File: config.mk
export PLATFORM = sky130hd
export DESIGN_NAME = pipe_ctrl
export DESIGN_NICKNAME = d
export VERILOG_FILES = /design/src/rtl/pipe_ctrl.sv
export SDC_FILE = /design/constraint.sdc
export NUM_CORES = 1
export LEC_CHECK = 0
export CAP_MARGIN = 20
export CORE_ASPECT_RATIO = 0.8
export CORE_MARGIN = 8
export CORE_UTILIZATION = 25
export CTS_CLUSTER_SIZE = 12
export DETAILED_ROUTE_END_ITERATION = 10
export PLACE_DENSITY = 0.56
export SETUP_SLACK_MARGIN = 0.1
export SLEW_MARGIN = 20
export SYNTH_ARGS = -nofsm -noshare
export SYNTH_HDL_FRONTEND = slang
export SYNTH_SLANG_ARGS = --single-unit
File: constraint.sdc
create_clock -name clk -period 5.35 [get_ports clk]
set_input_delay 0.8025 -clock clk [delete_from_list [all_inputs] [get_ports clk]]
set_output_delay 0.8025 -clock clk [all_outputs]
set_load 0.05 [all_outputs]
File: src/rtl/pipe_ctrl.sv
// pipe_ctrl: hazard and stall controller for the five-stage core.
//
// Produces the per-stage hold/flush controls for the IF/ID, ID/EX and EX/MEM
// pipeline registers and the PC redirect for taken branches and jumps.
// Every output is combinational from the registered state plus the inputs of
// the current cycle, so a hazard is answered in the cycle it appears.
//
// Ports
//   clk, rst                 clock, synchronous active-high reset
//   rs1_raddr/rs2_raddr      ID-stage source register addresses
//   rs1_re/rs2_re            ID-stage source read enables
//   rd_waddr_ex, wb_sel_ex   destination / write-back select held in ID/EX
//   br_taken, br_target      EX branch resolution and redirect address
//   mem_req, mem_ready       MEM-stage bus handshake
//   hold_pc/if/id/ex         freeze PC, IF-ID, ID-EX, EX-MEM registers
//   flush_if, flush_id       load NOP into IF-ID / ID-EX
//   pc_redirect, redirect_addr   load redirect_addr into the PC
//   bus_err                  one-cycle memory timeout pulse
//   stall_cnt                saturating count of cycles with hold_pc=1
module pipe_ctrl #(
    parameter int unsigned FLUSH_CYCLES = 2,      // 1..15
    parameter int unsigned MEM_TIMEOUT  = 255,    // 1..65535
    parameter logic [2:0]  WB_MEM       = 3'd1    // write-back select of a load
) (
    input  logic        clk,
    input  logic        rst,
    input  logic [4:0]  rs1_raddr,
    input  logic [4:0]  rs2_raddr,
    input  logic        rs1_re,
    input  logic        rs2_re,
    input  logic [4:0]  rd_waddr_ex,
    input  logic [2:0]  wb_sel_ex,
    input  logic        br_taken,
    input  logic [31:0] br_target,
    input  logic        mem_req,
    input  logic        mem_ready,
    output logic        hold_pc,
    output logic        hold_if,
    output logic        hold_id,
    output logic        hold_ex,
    output logic        flush_if,
    output logic        flush_id,
    output logic        pc_redirect,
    output logic [31:0] redirect_addr,
    output logic        bus_err,
    output logic [31:0] stall_cnt
);

    typedef enum logic [1:0] {RUN, FLUSH, MEM_WAIT} state_t;

    localparam logic [3:0]  FLUSH_LOAD   = 4'(FLUSH_CYCLES - 1);
    localparam logic [15:0] TIMEOUT_LAST = 16'(MEM_TIMEOUT - 1);

    state_t      state_reg, state_next;
    state_t      eff_state;
    logic [3:0]  flush_cnt_reg, flush_cnt_next;
    logic [15:0] wait_cnt_reg, wait_cnt_next;
    logic [31:0] stall_cnt_reg;
    logic        first_reg;        // first cycle after reset release
    logic        bus_err_prev_reg; // bus_err was high last cycle
    logic        quiet;
    logic        ms;
    logic        lu;
    logic        timeout;

    // Load-use detection: one comparator per ID-stage source port.
    logic [4:0] src_addr [2];
    logic [1:0] src_re;
    logic [1:0] src_hit;

    assign src_addr[0] = rs1_raddr;
    assign src_addr[1] = rs2_raddr;
    assign src_re      = {rs2_re, rs1_re};

    generate
        for (genvar gi = 0; gi < 2; gi++) begin : g_src
            assign src_hit[gi] = src_re[gi] & (src_addr[gi] == rd_waddr_ex);
        end
    endgenerate

    assign lu = (wb_sel_ex == WB_MEM) & (rd_waddr_ex != 5'd0) & (|src_hit);
    assign ms = mem_req & ~mem_ready;

    // Outputs stay silent during reset and for the cycle after it.
    assign quiet = rst | first_reg;

    // The previous-cycle guard keeps bus_err from ever lasting two cycles,
    // which otherwise happens when MEM_TIMEOUT is 1.
    assign timeout = ms & (wait_cnt_reg >= TIMEOUT_LAST) & ~bus_err_prev_reg;

    always_comb begin
        hold_pc        = 1'b0;
        hold_if        = 1'b0;
        hold_id        = 1'b0;
        hold_ex        = 1'b0;
        flush_if       = 1'b0;
        flush_id       = 1'b0;
        pc_redirect    = 1'b0;
        bus_err        = 1'b0;
        state_next     = state_reg;
        flush_cnt_next = flush_cnt_reg;
        wait_cnt_next  = wait_cnt_reg;

        // Leaving MEM_WAIT resumes whichever sequence the stall interrupted.
        eff_state = state_reg;
        if (state_reg == MEM_WAIT) begin
            eff_state = (flush_cnt_reg != 4'd0) ? FLUSH : RUN;
        end

        if (!quiet) begin
            if (timeout) begin
                bus_err       = 1'b1;
                wait_cnt_next = 16'd0;
                state_next    = (flush_cnt_reg != 4'd0) ? FLUSH : RUN;
            end else if (ms) begin
                // Whole pipe frozen; the pending flush count waits with it.
                hold_pc       = 1'b1;
                hold_if       = 1'b1;
                hold_id       = 1'b1;
                hold_ex       = 1'b1;
                state_next    = MEM_WAIT;
                wait_cnt_next = wait_cnt_reg + 16'd1;
            end else begin
                wait_cnt_next = 16'd0;
                if (eff_state == FLUSH) begin
                    // Wrong-path fetches still draining; no branch can
                    // resolve here and load-use is moot for flushed slots.
                    flush_if       = 1'b1;
                    flush_cnt_next = flush_cnt_reg - 4'd1;
                    state_next     = (flush_cnt_reg == 4'd1) ? RUN : FLUSH;
                end else begin
                    state_next = RUN;
                    if (br_taken) begin
                        pc_redirect    = 1'b1;
                        flush_if       = 1'b1;
                        flush_id       = 1'b1;
                        flush_cnt_next = FLUSH_LOAD;
                        state_next     = (FLUSH_LOAD != 4'd0) ? FLUSH : RUN;
                    end else if (lu) begin
                        // One bubble into EX while the load reaches MEM.
                        hold_pc  = 1'b1;
                        hold_if  = 1'b1;
                        flush_id = 1'b1;
                    end
                end
            end
        end
    end

    assign redirect_addr = pc_redirect ? br_target : 32'd0;
    assign stall_cnt     = quiet ? 32'd0 : stall_cnt_reg;

    always_ff @(posedge clk) begin
        if (rst) begin
            state_reg        <= RUN;
            flush_cnt_reg    <= 4'd0;
            wait_cnt_reg     <= 16'd0;
            stall_cnt_reg    <= 32'd0;
            first_reg        <= 1'b1;
            bus_err_prev_reg <= 1'b0;
        end else begin
            state_reg        <= state_next;
            flush_cnt_reg    <= flush_cnt_next;
            wait_cnt_reg     <= wait_cnt_next;
            first_reg        <= 1'b0;
            bus_err_prev_reg <= bus_err;
            if (hold_pc && (stall_cnt_reg != 32'hFFFF_FFFF)) begin
                stall_cnt_reg <= stall_cnt_reg + 32'd1;
            end
        end
    end

endmodule

==> results.toml, run 1 <==
[global_routing]
grt_start_max_net_pins = 55
antenna_found_initial = 0
grt_overflow = 0
grt_pass1_vias = 3853
track_usage_pct = 11.7
grt_pass1_wl_um = 19200

[timing]
final_max_slew_viol_count = 0
finalHoldViolCount = 0
clock.fmax_mhz = 240
setup_viol = 0
period_share_pct = 78.0
tightest_slew_ps = 1030
finalClockSkew_ps = 13.0
setup_tns_ps = 0
fin_hold_ws_ps = 483
maxSlewHeadroom_pct = 30.8
period_minus_slack_ps = 4170
rsz0062_at_grt = "no"

[die]
fp.dieH_um = 125
initial_utilization_pct = 25.3
ios = 129
fp.dieArea_sq_mm = 0.0192
dieWidth_um = 153
fp.coreArea_sq_mm = 0.0148
row_count = 40

[placement]
place.gp.congestion = 0.815
place_hpwl_um = 8580
io_buffer_count = 128

[route]
detailroute.via_count = 3942
route.detailed.drc = 0
drt_pre_antenna_iters = 5
wl_per_cell_um = 15.0
drt_iter0_drc = 288
final_antenna_net_count = 0
routed_wl_um = 11600
via_per_inst = 5.09

[final_layout]
largest_reg_flops = 32
diodes = 0
areaGrowthSynthToFinish_pct = 41.0
final_nets = 647
drive_gt1_share_pct = 6.83

[synth]
synth_seq_cells = 56
ys_types = 60
avgSynthCellArea_sq_um = 7.80
syn-num-nets = 542
async_flop_share_pct = 0
yosysSeqAreaShare_pct = 30.0
synthCells = 480
yosysTopAreaCell = "dfxtp_1"
synth_area_sq_mm = 0.00374
synth_edf_count = 0
synthTopCellsByArea = "dfxtp_1 30%, and3_1 6.4%, and2_1 5.0%, nand2_1 3.7%, a21oi_1 3.6%"
synth_top_cell_area_share_pct = 30.0
synth-main-ff-cell = "dfxtp_1"
yosysWarnings = 0

[pwr]
pwr-share-seq_pct = 44.0
netSwitchingFraction_pct = 26.1
netSwitchingPower_mw = 0.251
report.power.total_mw = 0.961
p_leak_nw = 1.78
ir_drop_uv = 123
pwr-share-clk_pct = 40.1
pwr-share-comb_pct = 15.9
p_int_mw = 0.711
cellPowerDensity_mw_per_mm2 = 182

[clock_network]
cts.path.max_buffers = 2
numCtsBuffers = 5
cts_tree = "yes"
cts.sinks = 56
postCtsSetupRepairBufs = 0
clockRootBuffer = "clkbuf_16"
cts_resized = 0
cts_max_level = 2
cts_hold_buf = 0
cts.clk_slew.worst_paths_ps = 70
clk_latency_ps = 300

[critical_path]
worstSetupEndpointType = "output pin"
cp_max_fo = 17
worstSetupStartpointType = "input port"
arrival_ps = 3370
required_ps = 4550
crit_type = "input port to output pin"

[hold_path]
hold_class = "register to register"

[status]
status = "completed"

[job]
cap_violations = 0
Yosys cell counts (all sizes together), types with 2 or more instances:
master and instances:
a21oi 28, o311ai 3, dfxtp 56, and3 38
nand2 37, a211oi 2, or4b 3, or3 6
nand3 29, nor4 12, a41oi 3, mux2 10
buf 16, or4 16, clkbuf 19, nor3b 2
o31ai 11, nor3 23, xnor2 11, nor2b 12
inv 11, nor2 36, a31oi 7, o41ai 6
a311oi 4, and2 31, nand3b 3, nand2b 4
o21a 2, ha 5, o21ai 11, nand4 13
layer usage:
metal / wire length (um) / up-vias / track usage (%)
met1: 5210 / 1826 / 14.2
met4: 102 / 0 / 2.73
li1: - / 1969 / -
met2: 5300 / 140 / 19.2
met3: 1020 / 7 / 4.37
met5: 0 / - / 0
critical path, cell delays in order:
cell and delay (ps):
clkdlybuf4s50_1 470, nand2b_1 250, a311o_1 510, nand3_2 180, inv_2 270, clkdlybuf4s50_1 870
cell usage in the layout (no fill, tap or decap), types with 2 or more instances in the layout:
cell type and count:
nor3_2 2, a41oi_1 3, inv_1 10, or4b_1 2, o41ai_1 6, clkdlybuf4s50_1 127
or3_1 6, and3_1 38, nor4_2 2, a31oi_1 7, mux2_2 10, clkbuf_16 5
nor3_1 21, nor4_1 10, o21a_1 2, buf_4 5, nor2b_1 12, xnor2_1 11
nand3_2 2, o311ai_0 3, nor2_1 34, nand2_1 37, nand3b_1 3, or4_1 15
o21ai_1 2, a211oi_1 2, ha_1 5, and2_1 30, a311oi_1 4, dfxtp_1 56
o31ai_1 11, nand3_1 27, nand4_1 11, nand2b_1 4, a21oi_1 27, o21ai_0 9
logic make-up (layout without fill, tap and decap cells):
| family | Yosys count | count (layout) | synth area share [%] |
|---|---|---|---|
| AO/OA/AOI/OAI | 82 | 82 | 14.7 |
| XOR/XNOR | 12 | 12 | 2.81 |
| adder cells (fa/ha/maj) | 5 | 5 | 1.67 |
| buffers and inverters | 46 | 152 | 6.02 |
| flip-flops | 56 | 56 | 30.0 |
| multiplexers | 11 | 11 | 3.28 |
| AND/OR/NAND/NOR | 268 | 268 | 41.6 |
cell type report:
class	instances	area, sq um
clock buffers	6	129
well taps	189	236
multi-input cells	378	2400
fillers	1523	9540
inverters	11	41.3
flip-flops and latches	56	1120
repair buffers	133	1310
clock inverters	2	38.8
per-stage QoR:
stage | utilization, % | setup slack [ps] | area (sq um) | instances
detailed placement | 34.5 | 1180 | 5110 | 767
global route | 35.6 | 1010 | 5280 | 775
CTS | 35.6 | 1180 | 5280 | 775
finish | 35.6 | 1180 | 5280 | 775
global placement | 34.5 | 1260 | 5110 | 767
floorplan | - | 1790 | 3740 | 480
power groups by stage:
stage,clock network (mW),logic (mW),registers (mW)
after floorplan,0,0.0853,0.431
after detailed placement,0,0.154,0.433
final,0.386,0.153,0.423
after global placement,0,0.152,0.433
after CTS,0.393,0.154,0.423
after global routing,0.412,0.165,0.423
final timing paths:
check,endpoint,start,depth (start not counted),slack (ps)
worst max-delay path,hold_id,mem_ready,6,1180
worst min-delay path,state_reg[1],state_reg[1],2,480
worst max register to register,stall_cnt_reg[8],wait_cnt_reg[0],8,2110
worst min register to register,state_reg[1],state_reg[1],2,480
Power figures use the tool's default switching activity.
==> inputs of run 2 (changes only) <==
--- a/config.mk
+++ b/config.mk
@@ -11,7 +11,7 @@
 export CORE_UTILIZATION = 25
 export CTS_CLUSTER_SIZE = 12
 export DETAILED_ROUTE_END_ITERATION = 10
-export PLACE_DENSITY = 0.56
+export PLACE_DENSITY = 0.58
 export SETUP_SLACK_MARGIN = 0.1
 export SLEW_MARGIN = 20
 export SYNTH_ARGS = -nofsm -noshare
==> constraint.sdc (replaced) <==
create_clock -name clk -period 3.65 [get_ports clk]
set_input_delay 0.5475 -clock clk [delete_from_list [all_inputs] [get_ports clk]]
set_output_delay 0.5475 -clock clk [all_outputs]
set_load 0.05 [all_outputs]
==> run 2 against run 1 <==
Net effect:
- combinational power grew 66%
- critical path type unchanged
- register-to-register slack lost 1300 ps
- sequential share of layout area is 1.4 points lower
- sequential cell count stayed put
- global-route usage up 0.41 points
- core utilization up 2.5 points
==> results.toml, run 2 (same netlist as run 1, synthesis figures left out) <==
[clock_network]
cts.path.max_buffers = 2
cts_tree = "yes"
postCtsSetupRepairBufs = 0
numCtsBuffers = 5
clk_latency_ps = 300
cts_hold_buf = 0
cts.clk_slew.worst_paths_ps = 70
cts.sinks = 56
cts_resized = 0
clockRootBuffer = "clkbuf_16"
cts_max_level = 2

[pwr]
ir_drop_uv = 148
netSwitchingFraction_pct = 26.7
netSwitchingPower_mw = 0.368
report.power.total_mw = 1.38
cellPowerDensity_mw_per_mm2 = 244
p_leak_nw = 1.98
pwr-share-clk_pct = 36.6
pwr-share-comb_pct = 18.5
p_int_mw = 1.01
pwr-share-seq_pct = 45.0

[timing]
finalHoldViolCount = 0
period_share_pct = 80.3
rsz0062_at_grt = "no"
maxSlewHeadroom_pct = 54.7
setup_viol = 0
period_minus_slack_ps = 2930
setup_tns_ps = 0
final_max_slew_viol_count = 0
tightest_slew_ps = 674
setup_ws_ps = 719
fin_hold_ws_ps = 471
finalClockSkew_ps = 9.38
clock.fmax_mhz = 341

[route]
detailroute.via_count = 3944
final_antenna_net_count = 0
via_per_inst = 5.06
wl_per_cell_um = 15.2
route.detailed.drc = 0
routed_wl_um = 11800
drt_iter0_drc = 263
drt_pre_antenna_iters = 4

[critical_path]
crit_type = "input port to output pin"
cp_max_fo = 3
required_ps = 3100
worstSetupStartpointType = "input port"
worstSetupEndpointType = "output pin"
arrival_ps = 2380

[placement]
place_area_sq_mm = 0.00550
place_hpwl_um = 9140
place_inst = 772
place.gp.congestion = 0.809
io_buffer_count = 128
pre_cts_ws_ps = 621

[final_layout]
finalInstanceArea_sq_mm = 0.00565
layout_common_cells = "87 x clkdlybuf4s50_1, 56 x dfxtp_1, 38 x and3_1, 37 x nand2_1, 36 x buf_12"
drive_gt1_share_pct = 14.6
diodes = 0
layoutNonFillerInstCount = 780
areaGrowthSynthToFinish_pct = 50.9
fillCellCount = 1505
final_common_cell = "clkdlybuf4s50_1"
largest_reg_flops = 32
utilization_pct = 38.1
final_nets = 652

[die]
fp.coreArea_sq_mm = 0.0148
dieWidth_um = 153
fp.dieArea_sq_mm = 0.0192
row_count = 40
ios = 129
initial_utilization_pct = 25.3
fp.dieH_um = 125

[global_routing]
antenna_found_initial = 0
track_usage_pct = 12.1
grt_pass1_vias = 3884
grt_overflow = 0
grt_pass1_wl_um = 19700
grt_start_max_net_pins = 38

[status]
status = "completed"

[hold_path]
hold_class = "register to register"

[job]
cap_violations = 0
-- run 2: changes by cell type in the layout (fill, tap and decap cells not counted) --
| cell | delta |
|---|---|
| clkbuf_8 | +1 |
| clkbuf_1 | -1 |
| clkdlybuf4s50_1 | -40 |
| buf_12 | +36 |
| buf_4 | +9 |
| bufinv_16 | -1 |
| clkinv_2 | +2 |
| inv_6 | -1 |
-- run 2: power groups by stage --
stage	clock [mW]	sequential [mW]	combinational (mW)
after floorplan	0	0.632	0.125
after global placement	0	0.633	0.252
final	0.503	0.619	0.254
after CTS	0.514	0.619	0.256
after detailed placement	0	0.634	0.256
after global routing	0.541	0.620	0.272
-- run 2: worst max-delay path: stages --
cell             delay (ps)
clkdlybuf4s50_1         470
or4_1                   550
o211ai_2                230
nor3_2                   90
a21oi_4                 200
nor2_1                  100
buf_4                   200
-- run 2: final timing paths --
kind	start	to	slack, ps	depth (start not counted)
max	rd_waddr_ex[0]	hold_pc	720	7
min	state_reg[1]	state_reg[1]	470	2
max reg2reg	stall_cnt_reg[0]	stall_cnt_reg[13]	800	8
min reg2reg	state_reg[1]	state_reg[1]	470	2
-- run 2: per-layer routing --
layer,routed length [um],track usage [%],up-vias
li1,-,-,1983
met1,5290,14.8,1858
met2,5630,20.4,92
met3,735,3.37,11
met4,167,3.54,0
met5,0,0,-
-- run 2: area by class of cell --
type / count / area [sq um] / area share [%]
clock buffer: 6 / 139 / 2.46
clock inverter: 2 / 10.0 / 0.177
inverter: 11 / 41.3 / 0.731
multi-input combinational: 378 / 2400 / 42.4
sequential: 56 / 1120 / 19.9
tap: 189 / 236 / 4.19
timing repair buffer: 138 / 1700 / 30.1
==> inputs of run 3 (changes only) <==
--- a/config.mk
+++ b/config.mk
@@ -11,7 +11,7 @@
 export CORE_UTILIZATION = 25
 export CTS_CLUSTER_SIZE = 12
 export DETAILED_ROUTE_END_ITERATION = 10
-export PLACE_DENSITY = 0.58
+export PLACE_DENSITY = 0.56
 export SETUP_SLACK_MARGIN = 0.1
 export SLEW_MARGIN = 20
 export SYNTH_ARGS = -nofsm -noshare
==> constraint.sdc (replaced) <==
create_clock -name clk -period 2.7 [get_ports clk]
set_input_delay 0.405 -clock clk [delete_from_list [all_inputs] [get_ports clk]]
set_output_delay 0.405 -clock clk [all_outputs]
set_load 0.05 [all_outputs]
==> run 3 against run 2 <==
Net effect:
- sequential cell count did not move
- final area up 5.4%
- via count increased by 3.0%
- routed wire length increased by 4.2%
- global-route usage rose by 0.35 points
- total power up 42%
- critical endpoint is now hold_id
- sequential share of layout area decreased by 0.72 points
==> results.toml, run 3 (same netlist as run 1, synthesis figures left out) <==
[status]
status = "completed"

[hold_path]
hold_class = "register to register"

[timing]
period_share_pct = 93.6
maxSlewHeadroom_pct = 65.0
finalHoldViolCount = 0
rsz0062_at_grt = "no"
finalClockSkew_ps = 8.06
clock.fmax_mhz = 396
fin_hold_ws_ps = 472
setup_viol = 0
period_minus_slack_ps = 2530
tightest_slew_ps = 524
final_max_slew_viol_count = 0

[critical_path]
required_ps = 2300
crit_type = "register to output pin"
cp_max_fo = 8
worstSetupEndpointType = "output pin"
worstSetupStartpointType = "register"
arrival_ps = 2120

[final_layout]
diodes = 0
areaGrowthSynthToFinish_pct = 58.9
drive_gt1_share_pct = 25.9
utilization_pct = 40.2
multi_input_area_sq_mm = 0.00246
largest_reg_flops = 32
layout_common_cells = "64 x buf_4, 55 x clkdlybuf4s50_1, 48 x dfxtp_1, 41 x buf_12, 38 x and3_1"
final_common_cell = "buf_4"
ff_latch_area_sq_mm = 0.00114
final_nets = 678
fillCellCount = 1499

[pwr]
pwr-share-seq_pct = 42.5
netSwitchingFraction_pct = 26.1
cellPowerDensity_mw_per_mm2 = 330
pwr-share-comb_pct = 19.0
ir_drop_uv = 279
netSwitchingPower_mw = 0.512
report.power.total_mw = 1.96
p_int_mw = 1.45
p_leak_nw = 2.22
pwr-share-clk_pct = 38.5

[clock_network]
cts.path.max_buffers = 2
cts_tree = "yes"
clk_latency_ps = 300
cts.sinks = 56
cts_max_level = 2
numCtsBuffers = 5
clockRootBuffer = "clkbuf_16"
cts.clk_slew.worst_paths_ps = 70

[global_routing]
track_usage_pct = 12.5
grt_pass1_wl_um = 20100
grt_pass1_vias = 3921
antenna_found_initial = 0
grt_start_max_net_pins = 40
grt_overflow = 0

[die]
dieWidth_um = 153
initial_utilization_pct = 25.3
fp.dieArea_sq_mm = 0.0192
row_count = 40
ios = 129
fp.dieH_um = 125
fp.coreArea_sq_mm = 0.0148

[route]
detailroute.via_count = 4063
routed_wl_um = 12300
via_per_inst = 5.04
drt_iter0_drc = 253
route.detailed.drc = 0
wl_per_cell_um = 15.3
drt_pre_antenna_iters = 5
final_antenna_net_count = 0

[placement]
place_hpwl_um = 9370
place.gp.congestion = 0.774
io_buffer_count = 128

[job]
cap_violations = 0
run 3: cell count changes in the layout (fill, tap and decap cells not counted), sizes merged:
cell,before,now
clkinvlp,0,1
buf,51,107
clkbuf,6,5
inv,11,10
bufinv,0,1
dlymetal6s2s,0,1
clkdlybuf4s50,87,55
dlygate4sd2,0,1
run 3: metrics by stage:
step / setup TNS (ps) / worst slack, ps / std cells / cell area, sq um
floorplan: 0 / 27.8 / 480 / 3750
global placement: -22.2 / -9.29 / 788 / 5610
detailed placement: -239 / -29.4 / 788 / 5610
CTS: 0 / 100 / 797 / 5800
global route: 0 / 84.0 / 806 / 5950
finish: 0 / 174 / 806 / 5950
run 3: final cells by class:
cell class	count	share of cell area, %
clock buffers	5	2.10
clock inverters	3	0.715
inverters	11	0.947
multi-input cells	378	41.4
flip-flops and latches	56	19.1
well taps	189	3.98
repair buffers	164	31.8
run 3: power by group through the flow:
stage          combinational (mW)  clock, mW  sequential (mW)
5_1_grt                     0.400      0.809            0.835
4_1_cts                     0.367      0.778            0.836
6_report                    0.372      0.755            0.834
2_1_floorplan               0.170          0            0.854
3_5_place_dp                0.364          0            0.856
3_3_place_gp                0.359          0            0.856
run 3: worst paths after layout:
path                       to              from  slack, ps  depth (start not counted)
max                   hold_id   wait_cnt_reg[0]        170                          9
min              state_reg[1]      state_reg[1]        470                          2
max reg2reg  stall_cnt_reg[9]  flush_cnt_reg[0]        250                         10
min reg2reg      state_reg[1]      state_reg[1]        470                          2
run 3: repair_timing:
action                                  in CTS  in global routing
pin swaps                                    2                  5
endpoints found under the setup margin       4                 46
hold buffers                                 0                  0
setup buffers                                1                  9
resized for setup                            6                 24
run 3: layer usage:
metal | wire length, um | vias to the layer above | GRT usage (%)
met5 | 0 | - | 0
met4 | 106 | 0 | 2.85
met3 | 727 | 7 | 3.51
met2 | 5840 | 102 | 20.3
met1 | 5650 | 1925 | 16.0
li1 | - | 2029 | -
run 3: worst max-delay path: stages (launching register included):
cell	delay (ps)
dfxtp_4	370
inv_4	70
ha_4	120
nor2_1	30
or3_1	320
a311o_1	380
buf_6	160
nand3_4	130
clkinv_8	90
buf_12	150
